File: src/rtl/slv_guard_rst_ctrl.sv
// ---------------------------------------------------------------------------
// slv_guard_rst_ctrl
//
// Recovery sequencer that sits directly after slv_guard_top. When the guard
// requests a reset, this block isolates the guarded AXI subordinate through an
// external axi_isolate stage and pulses the subordinate's reset. It then
// clears the guard and removes the isolation. If reset requests keep arriving
// shortly after each recovery, the block stops retrying and parks in a sticky
// FATAL state. A latched interrupt informs the system about each event.
//
// Ports:
//   clk          clock
//   rst_n        asynchronous reset, active-high (held in reset while 1)
//   rst_req_i    reset request from slv_guard_top (level, sampled in IDLE)
//   guard_irq_i  interrupt from slv_guard_top (level)
//   isolated_i   isolate stage reports the subordinate quiescent/isolated
//   irq_ack_i    software acknowledge for irq_o
//   isolate_o    isolation request toward the isolate stage
//   sub_rst_no   subordinate reset, active-low
//   guard_clr_o  one-cycle pulse that clears guard timers/status
//   busy_o       high whenever the sequencer is not idle
//   fatal_o      sticky, high in FATAL
//   iso_to_o     sticky, an isolation timeout has occurred
//   irq_o        latched interrupt
//   rst_count_o  completed subordinate resets, saturating at 255
// ---------------------------------------------------------------------------
module slv_guard_rst_ctrl #(
    parameter int IsoTimeoutCycles = 256,
    parameter int RstPulseCycles   = 16,
    parameter int RetryWindow      = 1024,
    parameter int MaxRetries       = 3,
    parameter int CntWidth         = 16
) (
    input  logic       clk,
    input  logic       rst_n,
    input  logic       rst_req_i,
    input  logic       guard_irq_i,
    input  logic       isolated_i,
    input  logic       irq_ack_i,
    output logic       isolate_o,
    output logic       sub_rst_no,
    output logic       guard_clr_o,
    output logic       busy_o,
    output logic       fatal_o,
    output logic       iso_to_o,
    output logic       irq_o,
    output logic [7:0] rst_count_o
);

    localparam logic [2:0] S_IDLE    = 3'd0;
    localparam logic [2:0] S_ISOLATE = 3'd1;
    localparam logic [2:0] S_RESET   = 3'd2;
    localparam logic [2:0] S_RELEASE = 3'd3;
    localparam logic [2:0] S_DEISO   = 3'd4;
    localparam logic [2:0] S_FATAL   = 3'd5;

    localparam int RetryW = $clog2(MaxRetries + 1);

    localparam logic [CntWidth-1:0] CNT_ONE  = CntWidth'(1);
    localparam logic [CntWidth-1:0] ISO_LAST = CntWidth'(IsoTimeoutCycles - 1);
    localparam logic [CntWidth-1:0] RST_LAST = CntWidth'(RstPulseCycles - 1);
    localparam logic [CntWidth-1:0] WIN_LAST = CntWidth'(RetryWindow - 1);

    localparam logic [RetryW-1:0] RETRY_ONE = RetryW'(1);
    localparam logic [RetryW-1:0] RETRY_MAX = RetryW'(MaxRetries);

    logic [2:0]          state_q, state_d;
    logic [CntWidth-1:0] cnt_q, cnt_d;
    logic [RetryW-1:0]   retry_q, retry_d;
    logic                win_q, win_d;
    logic                iso_to_set;
    logic                count_inc;
    logic                irq_set;

    // Next-state logic. A single counter is shared by every timed phase:
    // the isolation timeout, the reset pulse, the two release cycles and the
    // retry window in IDLE. Each transition clears it so the next phase
    // always starts counting from zero. Retry accounting happens at the
    // moment a request is accepted in IDLE, so a request that lands while
    // the window is still open counts as a retry and may divert straight
    // into FATAL without touching the subordinate again.
    always_comb begin
        state_d    = state_q;
        cnt_d      = cnt_q;
        retry_d    = retry_q;
        win_d      = win_q;
        iso_to_set = 1'b0;
        count_inc  = 1'b0;
        irq_set    = guard_irq_i;

        case (state_q)
            S_IDLE: begin
                if (rst_req_i) begin
                    retry_d = win_q ? (retry_q + RETRY_ONE) : RETRY_ONE;
                    cnt_d   = '0;
                    win_d   = 1'b0;
                    irq_set = 1'b1;
                    state_d = (retry_d >= RETRY_MAX) ? S_FATAL : S_ISOLATE;
                end else if (win_q) begin
                    if (cnt_q == WIN_LAST) begin
                        win_d   = 1'b0;
                        retry_d = '0;
                        cnt_d   = '0;
                    end else begin
                        cnt_d = cnt_q + CNT_ONE;
                    end
                end
            end

            S_ISOLATE: begin
                if (isolated_i) begin
                    state_d = S_RESET;
                    cnt_d   = '0;
                end else if (cnt_q == ISO_LAST) begin
                    iso_to_set = 1'b1;
                    state_d    = S_RESET;
                    cnt_d      = '0;
                end else begin
                    cnt_d = cnt_q + CNT_ONE;
                end
            end

            S_RESET: begin
                if (cnt_q == RST_LAST) begin
                    state_d   = S_RELEASE;
                    cnt_d     = '0;
                    count_inc = 1'b1;
                end else begin
                    cnt_d = cnt_q + CNT_ONE;
                end
            end

            S_RELEASE: begin
                if (cnt_q == CNT_ONE) begin
                    state_d = S_DEISO;
                    cnt_d   = '0;
                end else begin
                    cnt_d = cnt_q + CNT_ONE;
                end
            end

            S_DEISO: begin
                if (!isolated_i) begin
                    state_d = S_IDLE;
                    cnt_d   = '0;
                    win_d   = 1'b1;
                end
            end

            S_FATAL: begin
                state_d = S_FATAL;
            end

            default: begin
                state_d = S_IDLE;
                cnt_d   = '0;
            end
        endcase
    end

    // State, counter and retry bookkeeping. The reset input is active-high
    // even though it carries the legacy rst_n name.
    always_ff @(posedge clk or posedge rst_n) begin
        if (rst_n) begin
            state_q <= S_IDLE;
            cnt_q   <= '0;
            retry_q <= '0;
            win_q   <= 1'b0;
        end else begin
            state_q <= state_d;
            cnt_q   <= cnt_d;
            retry_q <= retry_d;
            win_q   <= win_d;
        end
    end

    // Output flops are loaded from the next state, so each output changes on
    // the same edge as the state it belongs to while still coming straight
    // from a register. guard_clr_o is loaded during the first RELEASE cycle
    // so that it is visible during the second one. The async reset drops all
    // of these at once, which releases sub_rst_no immediately.
    always_ff @(posedge clk or posedge rst_n) begin
        if (rst_n) begin
            isolate_o   <= 1'b0;
            sub_rst_no  <= 1'b1;
            guard_clr_o <= 1'b0;
            busy_o      <= 1'b0;
            fatal_o     <= 1'b0;
        end else begin
            isolate_o   <= (state_d == S_ISOLATE) || (state_d == S_RESET) ||
                           (state_d == S_RELEASE) || (state_d == S_FATAL);
            sub_rst_no  <= !((state_d == S_RESET) || (state_d == S_FATAL));
            guard_clr_o <= (state_q == S_RELEASE) && (cnt_q == '0);
            busy_o      <= (state_d != S_IDLE);
            fatal_o     <= (state_d == S_FATAL);
        end
    end

    // Sticky status and the reset counter. A new interrupt event beats a
    // simultaneous acknowledge so no event is lost. The counter stops at
    // 255 instead of wrapping.
    always_ff @(posedge clk or posedge rst_n) begin
        if (rst_n) begin
            iso_to_o    <= 1'b0;
            irq_o       <= 1'b0;
            rst_count_o <= 8'd0;
        end else begin
            if (iso_to_set) begin
                iso_to_o <= 1'b1;
            end
            if (irq_set) begin
                irq_o <= 1'b1;
            end else if (irq_ack_i) begin
                irq_o <= 1'b0;
            end
            if (count_inc && (rst_count_o != 8'hFF)) begin
                rst_count_o <= rst_count_o + 8'd1;
            end
        end
    end

endmodule
File: config.mk
export PLATFORM = sky130hd
export DESIGN_NAME = slv_guard_rst_ctrl
export DESIGN_NICKNAME = d
export VERILOG_FILES = /design/src/rtl/slv_guard_rst_ctrl.sv
export SDC_FILE = /design/constraint.sdc
export NUM_CORES = 1
export LEC_CHECK = 0
export ABC_AREA = 1
export BUFFER_PORTS_ARGS = -buffer_cell sky130_fd_sc_hd__buf_2
export CAP_MARGIN = 10
export CORE_ASPECT_RATIO = 1.1
export CORE_MARGIN = 3
export CORE_UTILIZATION = 53
export DETAILED_ROUTE_END_ITERATION = 12
export HOLD_SLACK_MARGIN = 0.06
export PLACE_DENSITY = 0.82
export SLEW_MARGIN = 10
export SYNTH_ARGS = -nofsm -noshare
export SYNTH_HDL_FRONTEND = slang
export SYNTH_SLANG_ARGS = --single-unit
File: constraint.sdc
create_clock -name clk -period 1.9 [get_ports clk]
set_input_delay 0.19 -clock clk [delete_from_list [all_inputs] [get_ports clk]]
set_output_delay 0.19 -clock clk [all_outputs]
set_load 0.01 [all_outputs]
==> results of run 1 <==
==> per-layer routing <==
layer	global-route usage (%)	vias to the layer above	routed length, µm
met2	38.2	70	2910
met3	3.59	10	307
met5	0	-	0
met4	10.2	0	100
li1	-	1181	-
met1	29.1	1128	2510
==> synthesized netlist by cell type, drive strengths merged <==
master  number  area, µm²
dfrtp       36        901
dfstp        1       26.3
o31ai        1       7.51
nor3         5       46.3
xnor2        2       25.0
o211ai       3       22.5
nand2       95        382
buf          6       41.3
clkinv       2       7.51
o21ai       18       90.1
nand4       21        168
a21oi        9       52.6
nand3       40        218
a31o         1       8.76
nor2        38        188
ha           4       50.1
o21bai       2       15.0
nor4         1       6.26
inv         49        184
xor2         9       78.8
==> power by group through the flow <==
stage | Clock (mW) | Sequential, mW | Combinational (mW)
6_report | 0.720 | 1.03 | 1.33
5_1_grt | 0.771 | 1.04 | 1.48
4_1_cts | 0.735 | 1.03 | 1.32
3_5_place_dp | 0 | 1.04 | 1.31
3_3_place_gp | 0 | 1.04 | 1.28
2_1_floorplan | 0 | 1.06 | 0.918
==> state kept, by name, summed over array words and instances (netlist names) <==
signal	count
busy_o	1
cnt_q	16
fatal_o	1
guard_clr_o	1
irq_o	1
iso_to_o	1
isolate_o	1
retry_q	2
rst_count_o	8
state_q	3
sub_rst_no	1
win_q	1
==> per-stage QoR <==
stage	cells	TNS [ns]	cell area, µm²
2_1_floorplan	343	0	2520
3_3_place_gp	423	0	2730
3_5_place_dp	423	0	2730
4_1_cts	432	0	2860
5_1_grt	432	-0.0186	2870
6_report	432	0	2870
==> layout make-up <==
class                           count  area [µm²]
Timing Repair Buffer               33         200
Clock buffer                        6        82.6
Tap cell                           54        67.6
Fill cell                         387        1580
Inverter                           51         191
Clock inverter                      2        37.5
Multi-Input combinational cell    249        1360
Sequential cell                    37         927
==> repair_timing <==
item | 4_1_cts | 5_1_grt
endpoints found under the hold margin | 36 | 0
gates resized for setup | 0 | 1
hold buffers | 1 | 0
endpoints found under the setup margin | 0 | 2
==> worst max-delay path, cell delays in order (launching register included) <==
cell      delay [ns]
dfrtp_1         0.41
ha_2            0.24
nand3_4         0.14
nor2_4          0.18
nand2_1         0.14
nand3_1         0.14
nand2_1         0.10
o21bai_1        0.20
a21oi_1         0.09
==> logic make-up (layout without fill, tap and decap cells) <==
kind of cell               Yosys count  in the layout  share of synthesized area [%]
xor gates and xnor gates            11             11                           4.13
and+or+nand+nor                    200            200                           40.0
buffers and inverters               57             92                           9.24
AOI/OAI and AO/OA                   34             34                           7.80
adders and majority gates            4              4                           1.99
DFF                                 37             37                           36.8
==> worst max-delay path by stage <==
stage                      to  cells after the start
2_1_floorplan  rst_count_o[5]                      7
3_3_place_gp         cnt_q[0]                      8
3_5_place_dp         cnt_q[9]                      8
4_1_cts              cnt_q[1]                      8
5_1_grt              cnt_q[1]                      8
6_report             cnt_q[9]                      8
==> out/metrics.cfg, run 1 <==
[critical_path]
critPathKind=flop to flop
r2r_start=cnt_q[1]
worstPathMaxFanout=5
worstPathRequired_ns=2.07
worst-r2r-setup-slack_ns=0.14
timing.rr.end=cnt_q[9]
crit_path_start_kind=flop
cp-startpoint=cnt_q[1]
cp-end-kind=flop
reg2reg_depth=8
critPathArrivalTime_ns=1.94

[synth]
synth_nets=353
yosysWarnings=0
ys_types=35
synth_area_um2=2520
yosys_register_bits=37
ys_seq_area_share_pct=36.8
synth_cells=343
avgSynthCellArea_um2=7.34

[worst_hold_path]
hold_start=guard_irq_i
hold_end=irq_o
worst_hold_path_type=primary input to flop
holdPathStages=3

[routing]
routed_wl_mm=5.83
vias=2389
drt_iter0_drc=143
ant_nets=0
drcViolationCount=0
wl_per_cell_um=13.5
firstDrtPassIters=5
viasPerCell=5.53

[cts]
cts_max_level=2
clock-sinks=37
clock_latency_ns=0.29
cts_buffers=5
path_clk_slew_ns=0.08
cts_tree=yes
cts_root_buffer=clkbuf_8
cts_setup_buffers=0
clockBufferDepth=2

[power]
internal-power_mw=1.79
power.density_nw_per_um2=1070
ir_worst_vdd_mv=0.849
switching_share_pct=41.9
seq_power_share_pct=33.4
leakage_nw=1.50
p_switching_mw=1.29
combPwrFrac_pct=43.2
finalPower_mw=3.08
p_clk_share_pct=23.4

[sta]
max_freq_ghz=0.567
drv_slew=0
skew_ns=0.00494
whs_ns=0.0872
period_share_pct=92.8
worst_pin_slew_ns=0.463
final-setup-viol-count=0
fin_crit_ns=1.76
max_slew_margin_pct=69.1
hold_violations=0
setup_ws_ns=0.138

[placement]
portBuffers=20
gp_congestion=0.975
pre_cts_slack_ns=0.163
dp_hpwl_mm=4.48

[grt]
grt_max_degree=38
grt_pass1_wl_mm=10.3
grt_overflow=0
track_usage_pct=22.9
grt_pass1_vias=2278
antenna_found_initial=0

[finish]
antenna_cells=0
drive_above_1_share_pct=18.8
layout.nets=387
fin_util_pct=64.5
layout_commonest_cell=nand2_1
final_cell_mix=nand2_1 (87), inv_1 (46), nand3_1 (38), dfrtp_1 (36), nor2_1 (32)
synthToLayoutAreaGrowth_pct=13.9

[die]
core.rowCount=25
core_area_um2=4440
io_pins=21
dieArea_um2=5610
die_h_um=78.3
initial_utilization_pct=56.7
die_w_um=71.7

[job]
cap_violations=0

[outcome]
status=complete, no violations

(Power assumes the default switching activity.)
==> inputs of run 2 (changes only) <==
--- a/config.mk
+++ b/config.mk
@@ -10,10 +10,10 @@
 export CAP_MARGIN = 10
 export CORE_ASPECT_RATIO = 1.1
 export CORE_MARGIN = 3
-export CORE_UTILIZATION = 53
+export CORE_UTILIZATION = 45
 export DETAILED_ROUTE_END_ITERATION = 12
 export HOLD_SLACK_MARGIN = 0.06
-export PLACE_DENSITY = 0.82
+export PLACE_DENSITY = 0.73
 export SLEW_MARGIN = 10
 export SYNTH_ARGS = -nofsm -noshare
 export SYNTH_HDL_FRONTEND = slang
==> out/metrics.cfg, run 2 (synthesis results as in run 1) <==
[outcome]
status=complete, no violations

[die]
dieArea_um2=6530  ; +16%
core_area_um2=5200  ; +17%
initial_utilization_pct=48.4  ; -8.3 points
die_w_um=77.3  ; +7.8%
io_pins=21  ; unchanged
core.rowCount=27  ; +8.0%
die_h_um=84.4  ; +7.9%

[routing]
vias=2340  ; -2.1%
drcViolationCount=0  ; unchanged
routed_wl_mm=5.88  ; +0.89%
ant_nets=0  ; unchanged
wl_per_cell_um=13.1  ; -3.1%
viasPerCell=5.20  ; -6.0%
drt_iter0_drc=79  ; -45%
firstDrtPassIters=4  ; -1

[job]
cap_violations=0  ; unchanged

[power]
internal-power_mw=1.67  ; -6.4%
p_switching_mw=1.29  ; -0.10%
combPwrFrac_pct=44.7  ; +1.5 points
finalPower_mw=2.97  ; -3.8%
power.density_nw_per_um2=1030  ; -3.7%
p_clk_share_pct=19.9  ; -3.5 points
leakage_nw=1.49  ; -0.46%
switching_share_pct=43.5  ; +1.6 points
seq_power_share_pct=35.4  ; +2.0 points
ir_worst_vdd_mv=0.843  ; -0.67%

[grt]
busiest_layer=met2
grt_use_met3_pct=4.18  ; +0.60 points
grt_pass1_vias=2201  ; -3.4%
grt_pass1_wl_mm=10.2  ; -0.47%
use_met1_pct=24.5  ; -4.6 points
grt_max_degree=38  ; unchanged
antenna_found_initial=0  ; unchanged
track_usage_pct=19.1  ; -3.9 points
use_met2_pct=32.0  ; -6.3 points
grt_overflow=0  ; unchanged

[critical_path]
critPathArrivalTime_ns=1.97  ; +0.03 ns
crit_path_start_kind=flop
worstPathMaxFanout=6  ; +1
cp-end-kind=flop
critPathKind=flop to flop
worstPathRequired_ns=2.08  ; about the same

[finish]
largest-register=cnt_q
fin_cells=450  ; +4.2%
antenna_cells=0  ; unchanged
multi_input_area_um2=1360  ; unchanged
top_regs=cnt_q: 16 flops, rst_count_o: 8 flops, state_q: 3 flops
layout_commonest_cell=nand2_1
filler_cell_count=511  ; +32%
layout.nets=387  ; unchanged
synthToLayoutAreaGrowth_pct=13.8  ; about the same
largest_reg_flops=16  ; unchanged
final_area_um2=2870  ; about the same
seq_area_um2=927  ; unchanged
drive_above_1_share_pct=18.8  ; unchanged
final_cell_mix=nand2_1 (87), inv_1 (46), nand3_1 (38), dfrtp_1 (36), nor2_1 (32)

[cts]
path_clk_slew_ns=0.08  ; about the same
clockBufferDepth=2  ; unchanged
cts_tree=yes
clock_latency_ns=0.30  ; about the same
cts_buffers=5  ; unchanged
cts_max_level=2  ; unchanged
clock-sinks=37  ; unchanged
cts_root_buffer=clkbuf_8
cts_setup_buffers=0  ; unchanged

[sta]
max_freq_ghz=0.561  ; -1.1%
skew_ns=0.00642  ; +0.00149 ns
max_slew_margin_pct=69.2  ; about the same
drv_slew=0  ; unchanged
hold_violations=0  ; unchanged
fin_crit_ns=1.78  ; +0.0201 ns
final-setup-viol-count=0  ; unchanged
worst_pin_slew_ns=0.460  ; -0.00347 ns
period_share_pct=93.8  ; +1.1 points
finalSetupTns_ns=0  ; unchanged
whs_ns=0.0844  ; -0.00281 ns

[worst_hold_path]
worst_hold_path_type=primary input to flop

[placement]
place_area_um2=2760  ; +0.82%
dp.cells=441  ; +4.3%
dp_hpwl_mm=4.56  ; +1.8%
gp_congestion=0.902  ; -7.5%
portBuffers=20  ; unchanged

## run 2: cell types whose count changed in the layout (fill, tap and decap cells not counted), sizes merged
| cell | change |
|---|---|
| bufinv | -1 |
| clkinv | +2 |
| clkinvlp | -1 |
## run 2: worst max-delay path: stages, from the launching register on
cell	delay, ns
dfrtp_1	0.45
nor2_1	0.11
nand2_1	0.14
nor2_4	0.25
nand2_2	0.17
nand2_4	0.13
nand4_2	0.21
nand3_1	0.14
nand2_1	0.06
## run 2: layer usage
metal / vias to the layer above / share of wire [%] / routed length [µm]
met1: 1102 / 46 / 2710
met5: - / 0 / 0
met3: 7 / 4.4 / 258
met2: 52 / 49 / 2860
li1: 1179 / - / -
met4: 0 / 1.1 / 62
## run 2: what timing repair did
item                                   CTS  global route
hold buffers                             1             0
endpoints found under the hold margin   36             0
gates resized for setup                  0             1
setup endpoints to repair                0             3
## run 2: path summary, 6_finish.rpt
| path | from | endpoint | slack [ns] | cells after the start |
|---|---|---|---|---|
| worst max-delay path | cnt_q[12] | cnt_q[15] | 0.12 | 8 |
| worst max register to register | cnt_q[12] | cnt_q[15] | 0.12 | 8 |
| min in group asynchronous | rst_n | cnt_q[1] | 0.54 | 4 |
| worst min-delay path | guard_irq_i | irq_o | 0.08 | 3 |
| max in group asynchronous | rst_n | sub_rst_no | 1.01 | 4 |
| worst min register to register | rst_count_o[2] | rst_count_o[2] | 0.50 | 1 |
## run 2: layout make-up
cell class,instances,share of cell area (%)
multi-input combinational,249,47.5
sequential,37,32.4
timing repair buffer,33,6.99
inverter,51,6.68
tap,72,3.14
clock buffer,6,2.88
clock inverter,2,0.480
## run 2: power groups by stage
stage	sequential, mW	clock (mW)	combinational, mW
2_1_floorplan	1.06	0	0.918
4_1_cts	1.05	0.598	1.31
3_3_place_gp	1.05	0	1.30
6_report	1.05	0.589	1.33
5_1_grt	1.07	0.642	1.46
3_5_place_dp	1.06	0	1.31
## run 2: per-stage QoR
stage	worst slack [ns]	utilization [%]
2_1_floorplan	0.325	-
3_3_place_gp	0.163	53.0
3_5_place_dp	0.157	53.0
4_1_cts	0.138	55.0
5_1_grt	-0.00463	55.1
6_report	0.118	55.1
==> inputs of run 3 (changes only) <==
==> constraint.sdc (replaced) <==
create_clock -name clk -period 1.9 [get_ports clk]
set_input_delay 0.095 -clock clk [delete_from_list [all_inputs] [get_ports clk]]
set_output_delay 0.095 -clock clk [all_outputs]
set_load 0.01 [all_outputs]
==> out/metrics.cfg, run 3 (synthesis results as in run 1) <==
[outcome]
status=complete, no violations

[sta]
max_slew_margin_pct=69.1  ; about the same
finalSetupTns_ns=0  ; unchanged
period_share_pct=93.0  ; -0.81 points
final-setup-viol-count=0  ; unchanged
fin_crit_ns=1.77  ; -0.0155 ns
hold_violations=0  ; unchanged
setup_ws_ns=0.133  ; +0.0155 ns
drv_slew=0  ; unchanged
skew_ns=0.00632  ; -0.000104 ns
worst_pin_slew_ns=0.460  ; +0.000767 ns
max_freq_ghz=0.566  ; +0.88%
whs_ns=0.0847  ; +0.000258 ns

[critical_path]
crit_path_start_kind=flop
critPathArrivalTime_ns=1.95  ; -0.02 ns
critPathBufInv=0  ; unchanged
crit_family=simple AND/OR/NAND/NOR gates
critPathKind=flop to flop
cp_common_cell=nand2_1
worstPathMaxFanout=6  ; unchanged
critical_path.cell_chain=nor2_1, nand2_1, nor2_4, nand2_2, nand2_4, nand4_2, nand3_1, nand2_1
slowest_stage=dfrtp_1
worstPathRequired_ns=2.08  ; about the same
cp-end-kind=flop
max_stage_delay_ns=0.43  ; -0.02 ns

[routing]
firstDrtPassIters=5  ; +1
drt_iter0_drc=104  ; +32%
vias=2365  ; +1.1%
drcViolationCount=0  ; unchanged
routed_wl_mm=5.89  ; +0.14%
viasPerCell=5.23  ; +0.62%
ant_nets=0  ; unchanged
wl_per_cell_um=13.0  ; -0.31%

[finish]
layout.nets=389  ; +0.52%
layout_commonest_cell=nand2_1
antenna_cells=0  ; unchanged
final_cell_mix=nand2_1 (87), inv_1 (46), nand3_1 (38), dfrtp_1 (36), nor2_1 (32)
filler_cell_count=509  ; -0.39%
top_regs=cnt_q: 16 flops, rst_count_o: 8 flops, state_q: 3 flops
synthToLayoutAreaGrowth_pct=14.6
largest-register=cnt_q
final_area_um2=2890  ; +0.70%
fin_util_pct=55.5  ; +0.38 points
largest_reg_flops=16  ; unchanged
drive_above_1_share_pct=18.7  ; -0.099 points

[cts]
clockBufferDepth=2  ; unchanged
cts_max_level=2  ; unchanged
path_clk_slew_ns=0.08  ; about the same
cts_root_buffer=clkbuf_8
cts_buffers=5  ; unchanged
clock-sinks=37  ; unchanged
clock_latency_ns=0.29  ; about the same
cts_setup_buffers=0  ; unchanged
cts_tree=yes

[die]
die_w_um=77.3  ; unchanged
core_area_um2=5200  ; unchanged
dieArea_um2=6530  ; unchanged
die_h_um=84.4  ; unchanged
initial_utilization_pct=48.4  ; unchanged
core.rowCount=27  ; unchanged
io_pins=21  ; unchanged

[grt]
grt_max_degree=38  ; unchanged
antenna_found_initial=0  ; unchanged
track_usage_pct=19.1  ; +0.045 points
grt_pass1_wl_mm=10.3  ; +0.40%
grt_pass1_vias=2206  ; +0.23%
grt_overflow=0  ; unchanged

[power]
ir_worst_vdd_mv=0.842  ; -0.12%
power.density_nw_per_um2=1030  ; -0.86%
leakage_nw=1.50  ; +0.56%

[job]
cap_violations=0  ; unchanged

[placement]
gp_congestion=0.902  ; unchanged
portBuffers=20  ; unchanged
place_area_um2=2760  ; unchanged
dp_hpwl_mm=4.56  ; unchanged
pre_cts_slack_ns=0.157  ; unchanged

[worst_hold_path]
worst_hold_path_type=primary input to flop

run 3: worst register-to-register path: stages (launching register included):
cell and delay (ns):
dfrtp_1 0.43, nor2_1 0.13, nand2_1 0.15, nor2_4 0.26, nand2_2 0.17, nand2_4 0.13
nand4_2 0.20, nand3_1 0.14, nand2_1 0.06
run 3: per-stage QoR:
step | power [mW] | std cells
after global placement | 2.36 | 441
after floorplan | 1.98 | 343
after CTS | 2.96 | 452
final | 2.96 | 452
after detailed placement | 2.37 | 441
after global routing | 3.18 | 452
run 3: per-layer routing:
metal / share of wire (%) / vias up / routed length (µm) / GRT usage [%]
met5: 0 / - / 0 / 0
met4: 0.98 / 0 / 58 / 5.99
met3: 4.9 / 6 / 288 / 4.18
met2: 48 / 65 / 2860 / 31.8
met1: 46 / 1109 / 2690 / 24.7
li1: - / 1185 / - / -
run 3: repair_timing:
| item | 4_1_cts | 5_1_grt |
|---|---|---|
| hold endpoints to repair | 38 | 0 |
| setup endpoints to repair | 0 | 3 |
| resized for setup | 0 | 1 |
| hold buffers | 3 | 0 |
run 3: report_power, final:
| group | leakage (nW) | switching [mW] | internal [mW] |
|---|---|---|---|
| Combinational | 0.951 | 0.872 | 0.452 |
| Sequential | 0.496 | 0.120 | 0.931 |
| Clock | 0.0512 | 0.291 | 0.294 |
| Total | 1.50 | 1.28 | 1.68 |
run 3: worst paths after layout:
path                             endpoint            from  slack (ns)  depth (start not counted)
max in group asynchronous      sub_rst_no           rst_n        1.10                          4
max                             cnt_q[15]       cnt_q[13]        0.13                          8
min reg2reg                rst_count_o[2]  rst_count_o[2]        0.50                          1
min                                 irq_o       rst_req_i        0.08                          3
max reg2reg                     cnt_q[15]       cnt_q[13]        0.13                          8
min in group asynchronous        cnt_q[1]           rst_n        0.45                          4
run 3: final cells by class:
cell class | count | area (µm²) | share of cell area (%)
tap | 72 | 90.1 | 3.12
clock buffer | 6 | 82.6 | 2.86
inverter | 51 | 191 | 6.63
multi-input combinational | 249 | 1360 | 47.1
clock inverter | 2 | 13.8 | 0.477
sequential | 37 | 927 | 32.1
timing repair buffer | 35 | 220 | 7.63
